**config.mk**
```make
export PLATFORM = sky130hd
export DESIGN_NAME = pipelined_alu
export DESIGN_NICKNAME = d
export VERILOG_FILES = /design/src/rtl/pipelined_alu.sv
export SDC_FILE = /design/constraint.sdc
export NUM_CORES = 1
export LEC_CHECK = 0
export CAP_MARGIN = 40
export CORE_UTILIZATION = 61
export DETAILED_ROUTE_END_ITERATION = 10
export DONT_BUFFER_PORTS = 1
export PLACE_DENSITY = 0.8
export SLEW_MARGIN = 20
export SYNTH_ARGS = -nofsm -noshare
export SYNTH_HDL_FRONTEND = slang
export SYNTH_SLANG_ARGS = --single-unit
```
**constraint.sdc**
```tcl
create_clock -name clk -period 2.31 [get_ports clk]
set_clock_uncertainty 0.05 [all_clocks]
set_input_delay 0.462 -clock clk [delete_from_list [all_inputs] [get_ports clk]]
set_output_delay 0.462 -clock clk [all_outputs]
set_load 0.01 [all_outputs]
```
**src/rtl/pipelined_alu.sv**
```systemverilog
// pipelined_alu: registered execute-stage ALU with valid/ready handshakes on both sides.
// Define PIPELINED_ALU_MULDIV_EN to add the iterative unsigned MUL/MULHU/DIVU/REMU unit.
module pipelined_alu #(
    parameter int WordSize = 32,
    parameter int TagWidth = 5
) (
    input  logic                clk,
    input  logic                rst,
    input  logic                in_valid,
    output logic                in_ready,
    input  logic [WordSize-1:0] in_a,
    input  logic [WordSize-1:0] in_b,
    input  logic [5:0]          in_mode,
    input  logic [TagWidth-1:0] in_tag,
    output logic                out_valid,
    input  logic                out_ready,
    output logic [WordSize-1:0] out_result,
    output logic                out_zero,
    output logic [TagWidth-1:0] out_tag
);
    localparam int ShiftW = $clog2(WordSize);

    logic [ShiftW-1:0]   shamt;
    logic [WordSize-1:0] alu_result;
    logic                accept;

    assign shamt  = in_b[ShiftW-1:0];
    assign accept = in_valid && in_ready;

    always_comb begin
        alu_result = '0;
        case (in_mode)
            6'h00:   alu_result = in_a + in_b;
            6'h20:   alu_result = in_a - in_b;
            6'h04:   alu_result = in_a ^ in_b;
            6'h06:   alu_result = in_a | in_b;
            6'h07:   alu_result = in_a & in_b;
            6'h01:   alu_result = in_a << shamt;
            6'h05:   alu_result = in_a >> shamt;
            6'h25:   alu_result = $signed(in_a) >>> shamt;
            6'h02:   alu_result = {{(WordSize-1){1'b0}}, ($signed(in_a) < $signed(in_b))};
            6'h03:   alu_result = {{(WordSize-1){1'b0}}, (in_a < in_b)};
            default: alu_result = '0;
        endcase
    end

`ifdef PIPELINED_ALU_MULDIV_EN
    localparam int CntW = $clog2(WordSize + 1);

    typedef enum logic {IDLE, BUSY} state_t;

    state_t                state;
    logic [CntW-1:0]       cnt;
    logic [WordSize-1:0]   operand;
    logic [2*WordSize-1:0] prod;
    logic [2*WordSize-1:0] step_prod;
    logic                  is_div;
    logic                  want_high;
    logic                  is_muldiv_in;
    logic [WordSize:0]     mul_sum;
    logic [WordSize:0]     div_trial;
    logic [WordSize-1:0]   md_result;

    assign is_muldiv_in = (in_mode == 6'h08) || (in_mode == 6'h0B) ||
                          (in_mode == 6'h0D) || (in_mode == 6'h0F);
    assign in_ready     = (state == IDLE) && (!out_valid || out_ready);

    // prod holds {accumulator, multiplier} for multiply and {remainder, quotient} for divide;
    // a zero divisor naturally yields an all-ones quotient and the dividend as remainder.
    always_comb begin
        mul_sum   = {1'b0, prod[2*WordSize-1:WordSize]} + (prod[0] ? {1'b0, operand} : '0);
        div_trial = {prod[2*WordSize-1:WordSize], prod[WordSize-1]} - {1'b0, operand};
        if (!is_div)
            step_prod = {mul_sum, prod[WordSize-1:1]};
        else if (!div_trial[WordSize])
            step_prod = {div_trial[WordSize-1:0], prod[WordSize-2:0], 1'b1};
        else
            step_prod = {prod[2*WordSize-2:0], 1'b0};
        md_result = want_high ? step_prod[2*WordSize-1:WordSize] : step_prod[WordSize-1:0];
    end
`else
    assign in_ready = !out_valid || out_ready;
`endif

    always_ff @(posedge clk or posedge rst) begin
        if (rst) begin
            out_valid  <= 1'b0;
            out_result <= '0;
            out_zero   <= 1'b1;
            out_tag    <= '0;
`ifdef PIPELINED_ALU_MULDIV_EN
            state      <= IDLE;
            cnt        <= '0;
            operand    <= '0;
            prod       <= '0;
            is_div     <= 1'b0;
            want_high  <= 1'b0;
`endif
        end else begin
            if (out_valid && out_ready)
                out_valid <= 1'b0;
`ifdef PIPELINED_ALU_MULDIV_EN
            if (state == BUSY) begin
                prod <= step_prod;
                cnt  <= cnt - 1'b1;
                if (cnt == CntW'(1)) begin
                    out_result <= md_result;
                    out_zero   <= (md_result == '0);
                    out_valid  <= 1'b1;
                    state      <= IDLE;
                end
            end else if (accept && is_muldiv_in) begin
                operand   <= in_mode[2] ? in_b : in_a;
                prod      <= {{WordSize{1'b0}}, (in_mode[2] ? in_a : in_b)};
                is_div    <= in_mode[2];
                want_high <= in_mode[1];
                out_tag   <= in_tag;
                cnt       <= CntW'(WordSize);
                state     <= BUSY;
            end else
`endif
            if (accept) begin
                out_result <= alu_result;
                out_zero   <= (alu_result == '0);
                out_tag    <= in_tag;
                out_valid  <= 1'b1;
            end
        end
    end
endmodule
```
==> flow_summary_export.csv, run 1 <==
group,metric,value,unit
die,num_io_pins,119,
global_routing,grt_max_degree,97,
logic_synthesis,synth_async_sr_flop_share,100.0,%
logic_synthesis,synth_edf_count,0,
run_status,error,"[ERROR GRT-0116] Global routing finished with congestion. Check the congestion regions in the DRC Viewer.",
place,io_buffer_count,0,
die,initial_core_util,62.21,%
clock_tree,clkSinkCount,39,
logic_synthesis,distinct_cell_type_count_of_the_synthesized_netlist,84,
run_status,outcome,"stopped before the end",
place,dp.final_hpwl,42860,um
die,die_span_in_y,137.4,um
logic_synthesis,synthFlopType,"sky130_fd_sc_hd__dfrtp_1",
global_routing,grt_overflow,517,
logic_synthesis,synth-seq-cells,39,
place,place.gp.congestion,1.332,
global_routing,vias_in_the_first_global_route,19240,
die,die_w,137.4,um
logic_synthesis,post_synthesis_cell_area,11180,um2
logic_synthesis,synth_cells,1486,
logic_synthesis,syn_nets,1666,
clock_tree,cts-root-buf,"sky130_fd_sc_hd__clkbuf_16",
die,placementRows,49,
global_routing,grt_pass1_wl,115600,um
run_status,last_stage_the_flow_got_to,"global routing",
logic_synthesis,ys_warn_count,0,
clock_tree,buffer_levels_on_the_longest_clock_path,2,
logic_synthesis,syn_area_per_cell,7.521,um2
global_routing,grt.total_usage,82.86,%
clock_tree,cts.htree.levels,2,
clock_tree,post_cts_hold_buffer_count,0,
clock_tree,cts_made_buffers,5,
logic_synthesis,synth_seq_area_share,8.744,%
==> what timing repair did <==
action,in CTS
pin swaps,71
gates resized for setup,158
setup endpoints to repair,31
setup buffers,24
cloned,0
==> routing by layer <==
layer	global-route usage, %	overflow
met3	63.72	3
met4	93.41	163
met5	29.44	0
met1	78.07	6
met2	103.8	345
==> metrics by stage <==
step	util (%)	cell area, um2	cells	setup TNS (ns)	worst slack [ns]
after global placement	83.67	15030	2090	-27.09	-1.685
after floorplan	-	11730	1486	-23.50	-1.725
after CTS	89.55	16090	2116	-14.94	-1.397
after detailed placement	83.76	15050	2092	-30.37	-1.884
==> synthesized netlist by cell type (all sizes together), types with 12 or more instances <==
cell type / instances / area (um2)
o211ai: 37 / 277.8
o22ai: 15 / 93.84
a221oi: 14 / 122.6
nand3: 32 / 160.2
o31ai: 18 / 135.1
a21oi: 96 / 480.5
mux4: 60 / 1351
nor3: 45 / 230.2
mux2: 32 / 360.4
nor4: 21 / 131.4
a221o: 12 / 120.1
mux2i: 47 / 470.5
ha: 99 / 1239
buf: 44 / 226.5
a211oi: 28 / 210.2
nand4: 16 / 100.1
a21o: 12 / 90.09
o21ai: 83 / 415.4
a211o: 14 / 122.6
nand2: 164 / 615.6
clkbuf: 74 / 277.8
dfrtp: 38 / 950.9
o21a: 18 / 135.1
o221ai: 12 / 105.1
nand2b: 15 / 93.84
nor2: 127 / 476.7
o2111ai: 13 / 120.1
and3: 12 / 75.07
inv: 98 / 367.9
==> kinds of logic after synthesis <==
group / Yosys count / share of synthesized area [%]
buf+inv: 219 / 7.904
compound gates: 489 / 31.06
mux: 139 / 19.53
xor+xnor: 12 / 0.9404
flops: 39 / 8.744
fa+ha+maj: 101 / 11.44
simple gates: 487 / 20.39
==> run 2: changes to the inputs <==
- CORE_UTILIZATION: 61 -> 40
- PLACE_DENSITY: 0.8 -> default
- PLACE_DENSITY_LB_ADDON: default -> 0.15
- clock period: 2.31 -> 3 ns (I/O delays scaled with it)
==> run 2 against run 1 <==
Synthesized cell count unchanged. Synthesized area unchanged. The flow now finishes, with violations (negative setup slack).
==> flow_summary_export.csv, run 2 <==
group,metric,value,unit
run_status,outcome,"finished, violations left",
run_status,violations,"negative setup slack",
setup_path,crit-reg2reg-capture,"out_zero",
logic_synthesis,synthTopCellsByArea,"sky130_fd_sc_hd__mux4_2, sky130_fd_sc_hd__ha_1, sky130_fd_sc_hd__dfrtp_1",
logic_synthesis,synth_seq_area_share,8.744,%
logic_synthesis,synth_cells,1486,
die,die_w,169.2,um
logic_synthesis,synth_top_family_by_area,"compound AO/OA/AOI/OAI gates",
layout,largest_register_ff_count,32,
clock_tree,cts.htree.levels,2,
clock_tree,cts_tree,"done",
global_routing,grt.total_usage,42.41,%
timing,fin_crit_sh,122.7,%
drt,route.final.wire_length,61400,um
logic_synthesis,synthDominantAreaCellType,"sky130_fd_sc_hd__mux4_2",
drt,post-route-drc-count,0,
setup_path,worst_path_most_repeated_cell,"sky130_fd_sc_hd__o21ai_0",
clock_tree,clkSinkCount,39,
logic_synthesis,synth-seq-cells,39,
power,clock_power_share,16.1,%
power,power.sequential.fraction,16.9,%
drt,drtAntennaViolNets,0,
logic_synthesis,distinct_cell_type_count_of_the_synthesized_netlist,84,
layout,filler_cell_count,2552,
setup_path,cpLargestDelayFamily,"compound AO/OA/AOI/OAI gates",
layout,final_cell_mix,"sky130_fd_sc_hd__buf_4, sky130_fd_sc_hd__nand2_1, sky130_fd_sc_hd__nor2_1",
clock_tree,worstSkewPairLatency,0.30,ns
setup_path,critical_path.reg2reg.startpoint,"out_valid",
place,io_buffer_count,0,
global_routing,grt_max_degree,97,
setup_path,worstPathRequired,3.15,ns
setup_path,cp_cell_sequence,"mux4_2 -> nand2_1 -> o21ai_0 -> o21ai_0 -> o21ai_0 -> a211oi_1 -> buf_4 -> o211ai_1 -> or4_4 -> nor4_4 -> buf_4 -> nand4_1 -> o41ai_2",
place,total_cell_area_at_the_placement_stage,15330,um2
layout,layout-drive-gt1-share,40.58,%
die,num_io_pins,119,
logic_synthesis,synth_edf_count,0,
setup_path,worstPathArrival,3.83,ns
timing,layout_min_cycle_time,3.680,ns
global_routing,vias_in_the_first_global_route,14110,
setup_path,worst_path_max_delay_cell,"sky130_fd_sc_hd__or4_4",
logic_synthesis,synth_top_cells_by_count,"sky130_fd_sc_hd__nand2_1, sky130_fd_sc_hd__nor2_1, sky130_fd_sc_hd__ha_1",
setup_path,critPathMaxFanout,92,
logic_synthesis,syn_nets,1666,
setup_path,reg2reg_setup_slack,-0.24,ns
logic_synthesis,post-synth-top-area-fraction,12.09,%
logic_synthesis,syn_area_per_cell,7.521,um2
timing,finalHoldViolations,0,
power,cellLeakagePower,0.007346,uW
logic_synthesis,simple_logic_cell_fraction_of_the_synthesized_area,20.39,%
global_routing,antenna_found_initial,1,
drt,detailedRoute.firstIterationViolations,1615,
setup_path,timing.reg2reg.worst_path_depth,13,
logic_synthesis,synth-compound-area-share,31.06,%
die,initial_core_util,41.12,%
timing,timing.max_slew.rel_slack,49.23,%
layout,register_area,977.2,um2
run,maxCapViolCount,0,
layout,multi_input_combinational_cell_area,10150,um2
logic_synthesis,synth_async_sr_flop_share,100.0,%
global_routing,grt_pass1_wl,89690,um
logic_synthesis,synth-xor-area-share,0.9404,%
place,place.gp.congestion,1.059,
drt,wire_per_inst,26.81,um
timing,worst_slew_pin_slew,0.7521,ns
drt,via_per_inst,6.306,
layout,design_area,16460,um2
logic_synthesis,ys_warn_count,0,
clock_tree,buffer_levels_on_the_longest_clock_path,2,
layout,post_route_utilization,60.58,%
logic_synthesis,post_synthesis_cell_area,11180,um2
timing,finalMaxSlewViolations,0,
clock_tree,cts-root-buf,"sky130_fd_sc_hd__clkbuf_16",
hold_path,min_path_type,"in2async",
die,floorplan.die_area,28610,um2
logic_synthesis,synthFlopType,"sky130_fd_sc_hd__dfrtp_1",
power,pwr-share-comb,67.0,%
die,placeableCoreArea,27180,um2
die,placementRows,60,
layout,largest_register,"out_result",
setup_path,critPathMaxStageDelay,0.53,ns
setup_path,timing_worst_setup_path_type,"in2reg",
logic_synthesis,synth.area.mux_share,19.53,%
logic_synthesis,yosys.cell_count.top_type,"sky130_fd_sc_hd__nand2_1",
layout,top_regs,"out_result x32, out_tag x5",
timing,fmax,271.7,MHz
global_routing,grt_overflow,0,
timing,finalSetupViolations,11,
power,netSwitchingPower,1653,uW
power,power_switching_share,41.19,%
clock_tree,cts_made_buffers,5,
power,cellPowerDensity,243.7,nW/um2
power,intPower,2359,uW
setup_path,setup.worst_path.start_class,"primary input",
setup_path,cp-end-kind,"flip-flop",
clock_tree,clk_pin_slew_worst_paths,0.06,ns
timing,grt_setup_unrepaired,"true",
place,dp.final_hpwl,49690,um
layout,syn2layout_area_growth,47.30,%
logic_synthesis,yosys.area_share.adder,11.44,%
clock_tree,post_cts_hold_buffer_count,0,
layout,layout.cells.most_common,"sky130_fd_sc_hd__buf_4",
layout,num-nets-final,2096,
timing,timing.final.ws_setup,-0.6800,ns
die,die_span_in_y,169.2,um
drt,dr.pass1.iters,7,
power,vdd.ir_drop.worst,0.0002615,V
setup_path,critPathBufInv,2,
drt,routed-via-count,14440,
## run 2: cell counts after synthesis
No cell type changed its count.
## run 2: power by group through the flow
stage          combinational (uW)  clock, uW  sequential, uW
2_1_floorplan                1350          0             670
3_3_place_gp                 2370          0             686
3_5_place_dp                 2380          0             687
4_1_cts                      2530        658             678
5_1_grt                      2840        679             684
6_report                     2690        647             677
## run 2: metal layers
metal  wire, um  vias up  share of wire [%]  GRT usage [%]
li1           -     6518                  -              -
met1      25170     6903                 41          55.39
met2      26020      846                 42          64.09
met3       6689      173                 11          12.94
met4       3524        0                5.7          19.00
met5          0        -                  0              0
## run 2: final cells by class
class	instances	share of cell area, %
Inverter	101	2.721
Antenna cell	1	0.01520
Clock buffer	6	0.8437
Multi-Input combinational cell	1228	61.69
Timing Repair Buffer	541	25.74
Clock inverter	2	0.2356
Tap cell	372	2.827
Sequential cell	39	5.936
## run 2: cell families (layout without fill, tap and decap cells)
kind of cell | after synthesis | after routing
muxes | 139 | 139
adders and majority gates | 101 | 101
AOI/OAI and AO/OA | 489 | 489
buffers and inverters | 219 | 650
DFF | 39 | 39
xor gates and xnor gates | 12 | 12
other | 0 | 1
and+or+nand+nor | 487 | 487
## run 2: through the flow
stage | setup slack (ns) | hold WS (ns) | setup TNS, ns | cells | total power (uW)
2_1_floorplan | -1.174 | 0.4378 | -7.694 | 1486 | 2024
3_3_place_gp | -1.202 | 0.4605 | -11.73 | 2255 | 3055
3_5_place_dp | -1.357 | 0.4775 | -12.85 | 2256 | 3067
4_1_cts | -0.7677 | 0.2803 | -3.257 | 2281 | 3870
5_1_grt | -0.7744 | 0.3134 | -4.427 | 2289 | 4207
6_report | -0.6800 | 0.2685 | -3.403 | 2290 | 4012
## run 2: worst max-delay path by stage
stage | startpoint | to | slack, ns | cells past startpoint
3_3_place_gp | in_a[6] | out_zero | -1.20 | 14
6_report | in_b[0] | out_zero | -0.68 | 13
5_1_grt | in_b[0] | out_zero | -0.77 | 13
2_1_floorplan | in_b[1] | out_zero | -1.17 | 17
3_5_place_dp | in_a[6] | out_zero | -1.36 | 14
4_1_cts | in_b[8] | out_zero | -0.77 | 14
## run 2: what timing repair did
item | 4_1_cts | 5_1_grt
setup buffers | 21 | 10
endpoints found under the setup margin | 16 | 15
hold endpoints to repair | 0 | 0
pin swaps | 39 | 47
resized for setup | 94 | 61
Power figures use the tool's default switching activity.
==> run 3: changes to the inputs <==
- CORE_UTILIZATION: 40 -> 35
- SKIP_CTS_REPAIR_TIMING: default -> 1
==> run 3 against run 2 <==
The run still ends with negative setup slack left. Clock power about the same. Worst hold slack got worse by 0.21 ns. Critical endpoint unchanged. Final cell count up 3.1%. Utilization decreased by 7.7 points.
==> flow_summary_export.csv, run 3 (same netlist as run 2, synthesis figures left out) <==
group,metric,value,unit
run_status,outcome,"finished, violations left",
run_status,violations,"negative setup slack",
timing,finalSetupViolations,12,
timing,fin_crit_sh,128.0,%
clock_tree,cts_made_buffers,5,
hold_path,min_path_type,"in2async",
timing,layout_min_cycle_time,3.841,ns
place,place.gp.congestion,1.030,
setup_path,critPathMaxStageDelay,0.62,ns
timing,hold-worst-slack,0.06204,ns
global_routing,antenna_found_initial,1,
timing,finalHoldViolations,0,
die,num_io_pins,119,
global_routing,vias_in_the_first_global_route,14190,
layout,design_area,16640,um2
global_routing,grt_max_degree,97,
clock_tree,clkSinkCount,39,
layout,layout.cells.most_common,"sky130_fd_sc_hd__buf_4",
timing,finalMaxSlewViolations,0,
setup_path,worst_path_max_delay_cell,"sky130_fd_sc_hd__a2111oi_1",
place,dp.final_hpwl,52130,um
clock_tree,cts.htree.levels,2,
setup_path,worstPathArrival,3.99,ns
timing,grt_setup_unrepaired,"true",
setup_path,setup.worst_path.start,"in_b[0]",
clock_tree,cts_tree,"done",
die,placeableCoreArea,31470,um2
drt,post-route-drc-count,0,
run,maxCapViolCount,0,
place,io_buffer_count,0,
layout,largest_register,"out_result",
layout,largest_register_ff_count,32,
global_routing,grt_pass1_wl,93040,um
power,vdd.ir_drop.worst,0.0002218,V
setup_path,critical_path.reg2reg.startpoint,"out_valid",
timing,timing.max_slew.rel_slack,43.42,%
layout,syn2layout_area_growth,48.88,%
layout,layout-drive-gt1-share,41.96,%
clock_tree,clk_pin_slew_worst_paths,0.06,ns
global_routing,grt_overflow,0,
die,initial_core_util,35.51,%
layout,num-nets-final,2138,
setup_path,cpLargestDelayFamily,"compound AO/OA/AOI/OAI gates",
setup_path,setup.worst_path.start_class,"primary input",
clock_tree,worstSkewPairLatency,0.29,ns
setup_path,cp-end-kind,"flip-flop",
drt,dr.pass1.iters,8,
power,cellLeakagePower,0.007507,uW
layout,final_cell_mix,"sky130_fd_sc_hd__buf_4, sky130_fd_sc_hd__nand2_1, sky130_fd_sc_hd__nor2_1",
timing,timing.final.ws_setup,-0.8414,ns
setup_path,critPathMaxFanout,92,
layout,top_regs,"out_result x32, out_tag x5",
place,total_cell_area_at_the_placement_stage,15730,um2
layout,filler_cell_count,3134,
drt,route.final.wire_length,64110,um
setup_path,timing_worst_setup_path_type,"in2reg",
setup_path,worstPathRequired,3.15,ns
drt,via_per_inst,6.213,
die,placementRows,65,
die,die_w,180.7,um
global_routing,grt.total_usage,38.37,%
drt,wire_per_inst,27.14,um
drt,drtAntennaViolNets,0,
die,floorplan.die_area,32650,um2
drt,routed-via-count,14680,
setup_path,cp_cell_sequence,"mux2_2 -> o211ai_1 -> o221ai_1 -> a31o_2 -> a2111oi_1 -> buf_4 -> nand3b_1 -> nor4_1 -> nand4_1 -> nor4_2 -> buf_4 -> nand4_1 -> o41ai_2",
drt,detailedRoute.firstIterationViolations,1648,
setup_path,critPathBufInv,2,
timing,fmax,260.3,MHz
timing,worst_slew_pin_slew,0.8370,ns
clock_tree,cts-root-buf,"sky130_fd_sc_hd__clkbuf_16",
die,die_span_in_y,180.7,um
clock_tree,buffer_levels_on_the_longest_clock_path,2,
power,cellPowerDensity,242.3,nW/um2
-- run 3: cell types whose count changed in the layout (fill, tap and decap cells not counted), sizes merged --
| cell | change |
|---|---|
| clkbuf | -1 |
| clkinvlp | -2 |
| buf | +43 |
| inv | -1 |
| clkinv | +3 |
-- run 3: power breakdown --
| group | switching, uW | internal [uW] | total (uW) |
|---|---|---|---|
| Sequential | 84.2 | 594 | 678 |
| Clock | 231 | 414 | 645 |
| Combinational | 1350 | 1360 | 2710 |
| Total | 1670 | 2360 | 4030 |
-- run 3: per-layer routing --
| metal | vias up | share of wire [%] | track usage [%] |
|---|---|---|---|
| li1 | 6601 | - | - |
| met1 | 7147 | 42 | 51.25 |
| met2 | 785 | 43 | 58.07 |
| met3 | 143 | 9.6 | 9.373 |
| met4 | 0 | 5.4 | 17.61 |
| met5 | - | 0 | 0 |
-- run 3: final timing paths --
| kind | slack (ns) | end | depth (start not counted) |
|---|---|---|---|
| worst max register to register | -0.14 | out_zero | 14 |
| worst max-delay path | -0.84 | out_zero | 13 |
| max in group asynchronous | 2.15 | out_zero | 3 |
| worst min register to register | 0.46 | out_zero | 2 |
| min in group clk | 0.36 | out_tag[1] | 2 |
| worst min-delay path | 0.06 | out_result[4] | 1 |
-- run 3: layout make-up --
cell class | instances | area, um2 | area share [%]
well taps | 402 | 503.0 | 3.023
clock inverters | 2 | 35.03 | 0.2106
inverters | 101 | 427.9 | 2.572
clock buffers | 6 | 138.9 | 0.8347
flip-flops and latches | 39 | 977.2 | 5.873
repair buffers | 583 | 4474 | 26.89
multi-input cells | 1228 | 10080 | 60.58
diodes | 1 | 2.502 | 0.01504
-- run 3: stage by stage --
stage	setup TNS (ns)	utilization [%]	power (uW)	cells	setup slack (ns)
after floorplan	-7.694	-	2024	1486	-1.174
after global placement	-14.66	49.91	3144	2335	-1.213
after detailed placement	-13.89	49.99	3154	2338	-1.270
after CTS	-6.463	50.54	3820	2346	-0.9759
after global routing	-5.452	52.86	4246	2361	-0.8822
final	-3.988	52.86	4031	2362	-0.8414
